File: src/rtl/bcd_seven_segment_pkg.sv
// bcd_seven_segment_pkg: shared segment width and glyph constants (abcdefg, 1 = lit)
package bcd_seven_segment_pkg;
    localparam int SEG_W = 7;
    localparam logic [SEG_W-1:0] SEG_0     = 7'b1111110;
    localparam logic [SEG_W-1:0] SEG_1     = 7'b0110000;
    localparam logic [SEG_W-1:0] SEG_2     = 7'b1101101;
    localparam logic [SEG_W-1:0] SEG_3     = 7'b1111001;
    localparam logic [SEG_W-1:0] SEG_4     = 7'b0110011;
    localparam logic [SEG_W-1:0] SEG_5     = 7'b1011011;
    localparam logic [SEG_W-1:0] SEG_6     = 7'b1011111;
    localparam logic [SEG_W-1:0] SEG_7     = 7'b1110000;
    localparam logic [SEG_W-1:0] SEG_8     = 7'b1111111;
    localparam logic [SEG_W-1:0] SEG_9     = 7'b1111011;
    localparam logic [SEG_W-1:0] SEG_A     = 7'b1110111;
    localparam logic [SEG_W-1:0] SEG_B     = 7'b0011111;
    localparam logic [SEG_W-1:0] SEG_C     = 7'b1001110;
    localparam logic [SEG_W-1:0] SEG_D     = 7'b0111101;
    localparam logic [SEG_W-1:0] SEG_E     = 7'b1001111;
    localparam logic [SEG_W-1:0] SEG_F     = 7'b1000111;
    localparam logic [SEG_W-1:0] SEG_BLANK = 7'b0000000;
endpackage

File: src/rtl/bcd_seven_segment_lut.sv
// seg_decode_lut: combinational 4-bit digit to abcdefg segment lookup
// Ports: digit (4-bit code in), seg (7-bit segment pattern out)
// Macro BCD_SEVEN_SEGMENT_HEX_EN: codes 10-15 show hex glyphs instead of blank
module seg_decode_lut
    import bcd_seven_segment_pkg::*;
(
    input  logic [3:0]       digit,
    output logic [SEG_W-1:0] seg
);
    // Any code without a row, including X/Z, falls through to blank
    always_comb begin
        seg = SEG_BLANK;
        case (digit)
            4'd0: seg = SEG_0;
            4'd1: seg = SEG_1;
            4'd2: seg = SEG_2;
            4'd3: seg = SEG_3;
            4'd4: seg = SEG_4;
            4'd5: seg = SEG_5;
            4'd6: seg = SEG_6;
            4'd7: seg = SEG_7;
            4'd8: seg = SEG_8;
            4'd9: seg = SEG_9;
`ifdef BCD_SEVEN_SEGMENT_HEX_EN
            4'd10: seg = SEG_A;
            4'd11: seg = SEG_B;
            4'd12: seg = SEG_C;
            4'd13: seg = SEG_D;
            4'd14: seg = SEG_E;
            4'd15: seg = SEG_F;
`endif
            default: seg = SEG_BLANK;
        endcase
    end
endmodule

File: src/rtl/bcd_seven_segment.sv
// bcd_seven_segment: registered BCD to common-cathode seven-segment decoder
// Ports: clk, rst (sync active-high), inp (4-bit digit), out (7-bit abcdefg, 1 = lit)
// Macro BCD_SEVEN_SEGMENT_HEX_EN: codes 10-15 show hex glyphs instead of blank
module bcd_seven_segment
    import bcd_seven_segment_pkg::*;
(
    input  logic             clk,
    input  logic             rst,
    input  logic [3:0]       inp,
    output logic [SEG_W-1:0] out
);
    logic [SEG_W-1:0] seg;
    logic [SEG_W-1:0] out_d;
    logic [SEG_W-1:0] out_q;
    seg_decode_lut u_lut (
        .digit(inp),
        .seg  (seg)
    );
    always_comb out_d = rst ? SEG_BLANK : seg;
    always_ff @(posedge clk) out_q <= out_d;
    assign out = out_q;
endmodule

File: config.mk
export PLATFORM = sky130hd
export DESIGN_NAME = bcd_seven_segment
export DESIGN_NICKNAME = d
export VERILOG_FILES = /design/src/rtl/bcd_seven_segment_pkg.sv /design/src/rtl/bcd_seven_segment_lut.sv /design/src/rtl/bcd_seven_segment.sv
export SDC_FILE = /design/constraint.sdc
export NUM_CORES = 1
export LEC_CHECK = 0
export CORE_AREA = 5 5 42 44
export CTS_CLUSTER_SIZE = 25
export DETAILED_ROUTE_END_ITERATION = 8
export DIE_AREA = 0 0 47 49
export MAX_ROUTING_LAYER = met4
export PLACE_DENSITY = 0.59
export REMOVE_ABC_BUFFERS = 1
export SYNTH_ARGS = -nofsm -noshare
export SYNTH_HDL_FRONTEND = slang
export SYNTH_SLANG_ARGS = --single-unit
File: constraint.sdc
create_clock -name clk -period 1.2 [get_ports clk]
set_clock_uncertainty 0.1 [all_clocks]
set_input_delay 0.24 -clock clk [delete_from_list [all_inputs] [get_ports clk]]
set_output_delay 0.24 -clock clk [all_outputs]
set_load 0.03 [all_outputs]
==> impl_metrics.tcl, run 1 <==
set metrics [dict create \
    clockBufferDepth 2 \
    synthCells 39 \
    drt_iter0_markers 2 \
    cellLeakagePower_uw 0.000289 \
    ys_seq_area_frac 0.366 \
    cts_root_buf "clkbuf_4" \
    hold_violations 0 \
    wl_met1_um 249 \
    final_common_cell "buf_4" \
    syn_area_per_cell_um2 9.82 \
    routed-wl-met3_um 47 \
    drive_gt1_frac 0.339 \
    path_class "primary input to register" \
    arrival_ns 1.19 \
    fin_nets 75 \
    ioPinCount 13 \
    routedWlPerCell_um 8.64 \
    diodes 0 \
    rsz0062_at_grt "false" \
    worstPathMaxFanout 6 \
    track_usage 0.0679 \
    path_clk_slew_ns 0.05 \
    tightest_slew_ns 0.200 \
    start_util 0.273 \
    mostFrequentLayoutCells "15 x buf_4, 7 x dfxtp_1, 6 x ha_1, 4 x nand2b_1" \
    dr.pass1.iters 3 \
    p_per_area_nw_per_um2 1060 \
    clkSinkCount 7 \
    finalCriticalPeriod_ns 1.12 \
    hold_path.class "primary input to register" \
    setup_violations 0 \
    die_area_um2 2300 \
    grt_antenna_before_repair 0 \
    cap_viol_max_count 0 \
    grt_first_pass_wirelength_um 1130 \
    route.met2.wl_um 371 \
    place_congestion 0.785 \
    die_height_um 49 \
    cp-end-kind "register" \
    grt_max_degree 8 \
    die_w_um 47 \
    fin_util 0.413 \
    crit_slowest_cell "dlygate4sd2_1" \
    route.detailed.drc 0 \
    path_cells "dlygate4sd2_1 > buf_4 > ha_1 > or2_1 > o22ai_1" \
    slew_viol_final 0 \
    pre_cts_ws_ns -0.412 \
    gr-total-overflow 0 \
    largest_reg_flops 7 \
    htree_levels 1 \
    yosysUniqueCellTypes 16 \
    synth-seq-cells 7 \
    cts_buffers 3 \
    cp-start-kind "primary input" \
    ir_worst_vdd_v 0.000276 \
    ant_nets 0 \
    syn_area_um2 383 \
    required_ns 1.27 \
    ctsHoldBuffers 0 \
    core_area_um2 1400 \
    post_cts_buffers 0 \
    cts_tree "built" \
    via_per_inst 4.12 \
    routed.top_layer "met4" \
    io_buffer_count 12 \
    setup_ws_ns 0.0809 \
    fin_setup_tns_ns 0 \
    critPathMaxStageDelay_ns 0.25 \
    finalCritPeriodShare 0.933 \
    place_hpwl_um 587 \
    status "finished, final reports clean" \
    grt_pass1_vias 316 \
    syn_to_final_growth_pct 51.3 \
    relSlewSlack 0.866 \
    max_freq_ghz 0.894 \
    routed_wirelength_um 674 \
    ys.warnings.count 0 \
    vias 321 \
    rows 14 \
]
timing repair:
item | in CTS | in global routing
setup endpoints to repair | 7 | 3
pin swaps | 0 | 0
resized for setup | 5 | 1
worst max-delay path: cells and delay by family:
kind            cells  cell delay [ns]
fa+ha+maj           1             0.17
buf+inv             2             0.41
compound gates      1             0.14
simple gates        1             0.23
through the flow:
step	hold WS (ns)	instances	cell area, um2	power (uW)
after floorplan	0.209	38	372	337
after global placement	0.569	74	554	420
after detailed placement	0.569	74	554	419
after CTS	0.449	78	577	626
after global routing	0.446	78	579	653
final	0.405	78	579	614
synthesized netlist by cell type:
library cell,number,area [um2]
xnor2_1,1,8.76
inv_1,2,7.51
nand2b_4,1,13.8
o21ai_1,1,5.00
ha_1,6,75.1
o31ai_1,1,7.51
dfxtp_1,7,140
nor2b_1,2,12.5
o22ai_1,3,18.8
buf_6,1,11.3
nand2b_1,4,25.0
nor2_1,3,11.3
a21oi_1,2,10.0
mux2i_1,1,10.0
or2_1,3,18.8
a21o_1,1,7.51
logic make-up after synthesis:
logic type               synth area share
multiplexers                       0.0261
XOR/XNOR                           0.0229
buffers and inverters              0.0490
flip-flops                          0.366
AND/OR/NAND/NOR                     0.212
AO/OA/AOI/OAI                       0.127
adder cells (fa/ha/maj)             0.196
worst paths after layout:
| check | depth (start not counted) | to | slack [ns] | from |
|---|---|---|---|---|
| hold / removal | 5 | out[5]$_SDFF_PP0_ | 0.40 | inp[3] |
| setup / recovery | 5 | out[1]$_SDFF_PP0_ | 0.08 | inp[1] |
routing by layer:
layer  GRT usage  up-vias
li1            -      176
met3           0        2
met1      0.0705      133
met5           -        -
met2       0.106       10
met4      0.0691        0
where the power goes:
part	internal [uW]	switching, uW	total, uW
sequential	250	3.56	253
clock	126	77.9	204
combinational	74.5	81.7	156
cell type report:
| class | instances | area [um2] |
|---|---|---|
| repair buffers | 20 | 161 |
| fillers | 150 | 822 |
| flip-flops and latches | 7 | 140 |
| clock buffers | 4 | 26.3 |
| well taps | 16 | 20.0 |
| multi-input cells | 29 | 224 |
| inverters | 2 | 7.51 |
No activity file was read; power rests on OpenSTA's default activity.
==> run 2: changes to the inputs <==
--- a/config.mk
+++ b/config.mk
@@ -5,10 +5,11 @@
 export SDC_FILE = /design/constraint.sdc
 export NUM_CORES = 1
 export LEC_CHECK = 0
-export CORE_AREA = 5 5 42 44
+export CORE_AREA = 2 2 39 41
 export CTS_CLUSTER_SIZE = 25
 export DETAILED_ROUTE_END_ITERATION = 8
-export DIE_AREA = 0 0 47 49
+export DIE_AREA = 0 0 41 43
+export GPL_TIMING_DRIVEN = 0
 export MAX_ROUTING_LAYER = met4
 export PLACE_DENSITY = 0.59
 export REMOVE_ABC_BUFFERS = 1
==> run 2 against run 1 <==
  * Worst setup slack got worse by 0.043 ns
  * Final cell count is 10% lower
  * Global-route usage increased by 2.9 points
  * Count of clock-buffer cells in the layout stayed put
  * Non-clock buffer count fell by 8
  * Largest cell class unchanged
  * Sequential power about the same
  * Power decreased by 5.4%
  * Via count shrank 11%
  * Clock power about the same
  * Critical endpoint is now out[6]
  * Fmax is 3.7% lower
==> impl_metrics.tcl, run 2 (same netlist as run 1, synthesis figures left out) <==
set metrics [dict create \
    ant_nets 0 \
    routed_wirelength_um 606 \
    hold_path.class "primary input to register" \
    io_buffer_count 12 \
    status "finished, final reports clean" \
    p_per_area_nw_per_um2 1160 \
    via_per_inst 4.10 \
    crit_slowest_cell "dfxtp_1" \
    post_cts_buffers 0 \
    place_hpwl_um 485 \
    relSlewSlack 0.798 \
    cp-end-kind "output pin" \
    start_util 0.277 \
    required_ns 0.86 \
    clkSinkCount 7 \
    fin_nets 67 \
    grt_max_degree 10 \
    hold_violations 0 \
    track_usage 0.0965 \
    rsz0062_at_grt "false" \
    path_class "register to output pin" \
    vias 287 \
    htree_levels 1 \
    ir_worst_vdd_v 0.000215 \
    ioPinCount 13 \
    die_w_um 41 \
    critPathMaxStageDelay_ns 0.30 \
    path_clk_slew_ns 0.05 \
    cp-start-kind "register" \
    tightest_slew_ns 0.303 \
    finalCriticalPeriod_ns 1.16 \
    path_cells "clkdlybuf4s15_2" \
    final_area_um2 499 \
    dr.pass1.iters 4 \
    max_freq_ghz 0.861 \
    pre_cts_ws_ns -0.642 \
    diodes 0 \
    die_area_um2 1760 \
    cts_tree "built" \
    fillers 153 \
    setup_violations 0 \
    grt_pass1_vias 255 \
    cts_buffers 3 \
    die_height_um 43 \
    worstPathMaxFanout 1 \
    mostFrequentLayoutCells "7 x buf_2, 7 x dfxtp_1, 6 x ha_1, 4 x nand2b_1, 4 x dlygate4sd2_1" \
    total_power_uw 580 \
    core_area_um2 1380 \
    drive_gt1_frac 0.259 \
    gr-total-overflow 0 \
    route.detailed.drc 0 \
    clockBufferDepth 2 \
    arrival_ns 0.82 \
    syn_to_final_growth_pct 30.4 \
    routedWlPerCell_um 8.66 \
    finalCritPeriodShare 0.968 \
    place_congestion 0.721 \
    crit_family "flip-flops" \
    final_cells 70 \
    cellLeakagePower_uw 0.000241 \
    placed_cell_area_um2 512 \
    fin_setup_tns_ns 0 \
    drt_iter0_markers 1 \
    setup_ws_ns 0.0381 \
    grt_first_pass_wirelength_um 1100 \
    worstPathBufferInverterCount 1 \
    rows 14 \
    grt_antenna_before_repair 0 \
    place_inst 66 \
    largest_reg_flops 7 \
    slew_viol_final 0 \
    cts_root_buf "clkbuf_4" \
    cap_viol_max_count 0 \
]
[run 2: worst paths after layout]
| check | from | cells after the start | to | slack, ns |
|---|---|---|---|---|
| max | out[6]$_SDFF_PP0_ | 1 | out[6] | 0.04 |
| min | inp[1] | 3 | out[0]$_SDFF_PP0_ | 0.28 |
[run 2: cell type report]
type                            count  area [um2]  share of cell area
Multi-Input combinational cell     29         224               0.449
Sequential cell                     7         140               0.281
Timing Repair Buffer               12        81.3               0.163
Clock buffer                        4        26.3              0.0526
Tap cell                           16        20.0              0.0401
Inverter                            2        7.51              0.0150
[run 2: power breakdown]
group	internal [uW]	leakage [uW]	switching [uW]
clock	126	0.0000150	75.7
combinational	48.1	0.000168	78.0
sequential	250	0.0000581	2.96
total	424	0.000241	157
[run 2: per-stage QoR]
| stage | hold WS (ns) | utilization |
|---|---|---|
| floorplan | 0.209 | - |
| global placement | 0.865 | 0.370 |
| detailed placement | 0.856 | 0.370 |
| CTS | 0.346 | 0.392 |
| global route | 0.324 | 0.361 |
| finish | 0.284 | 0.361 |
[run 2: layer usage]
| metal | track usage | up-vias | part of all wire |
|---|---|---|---|
| met3 | 0.0314 | 2 | 0.053 |
| met5 | - | - | 0 |
| met4 | 0.0800 | 0 | 0.0066 |
| li1 | - | 158 | - |
| met1 | 0.118 | 120 | 0.46 |
| met2 | 0.122 | 7 | 0.48 |
[run 2: what timing repair did]
item,CTS,global route
setup endpoints to repair,14,8
gates resized for setup,29,15
hold buffers,0,0
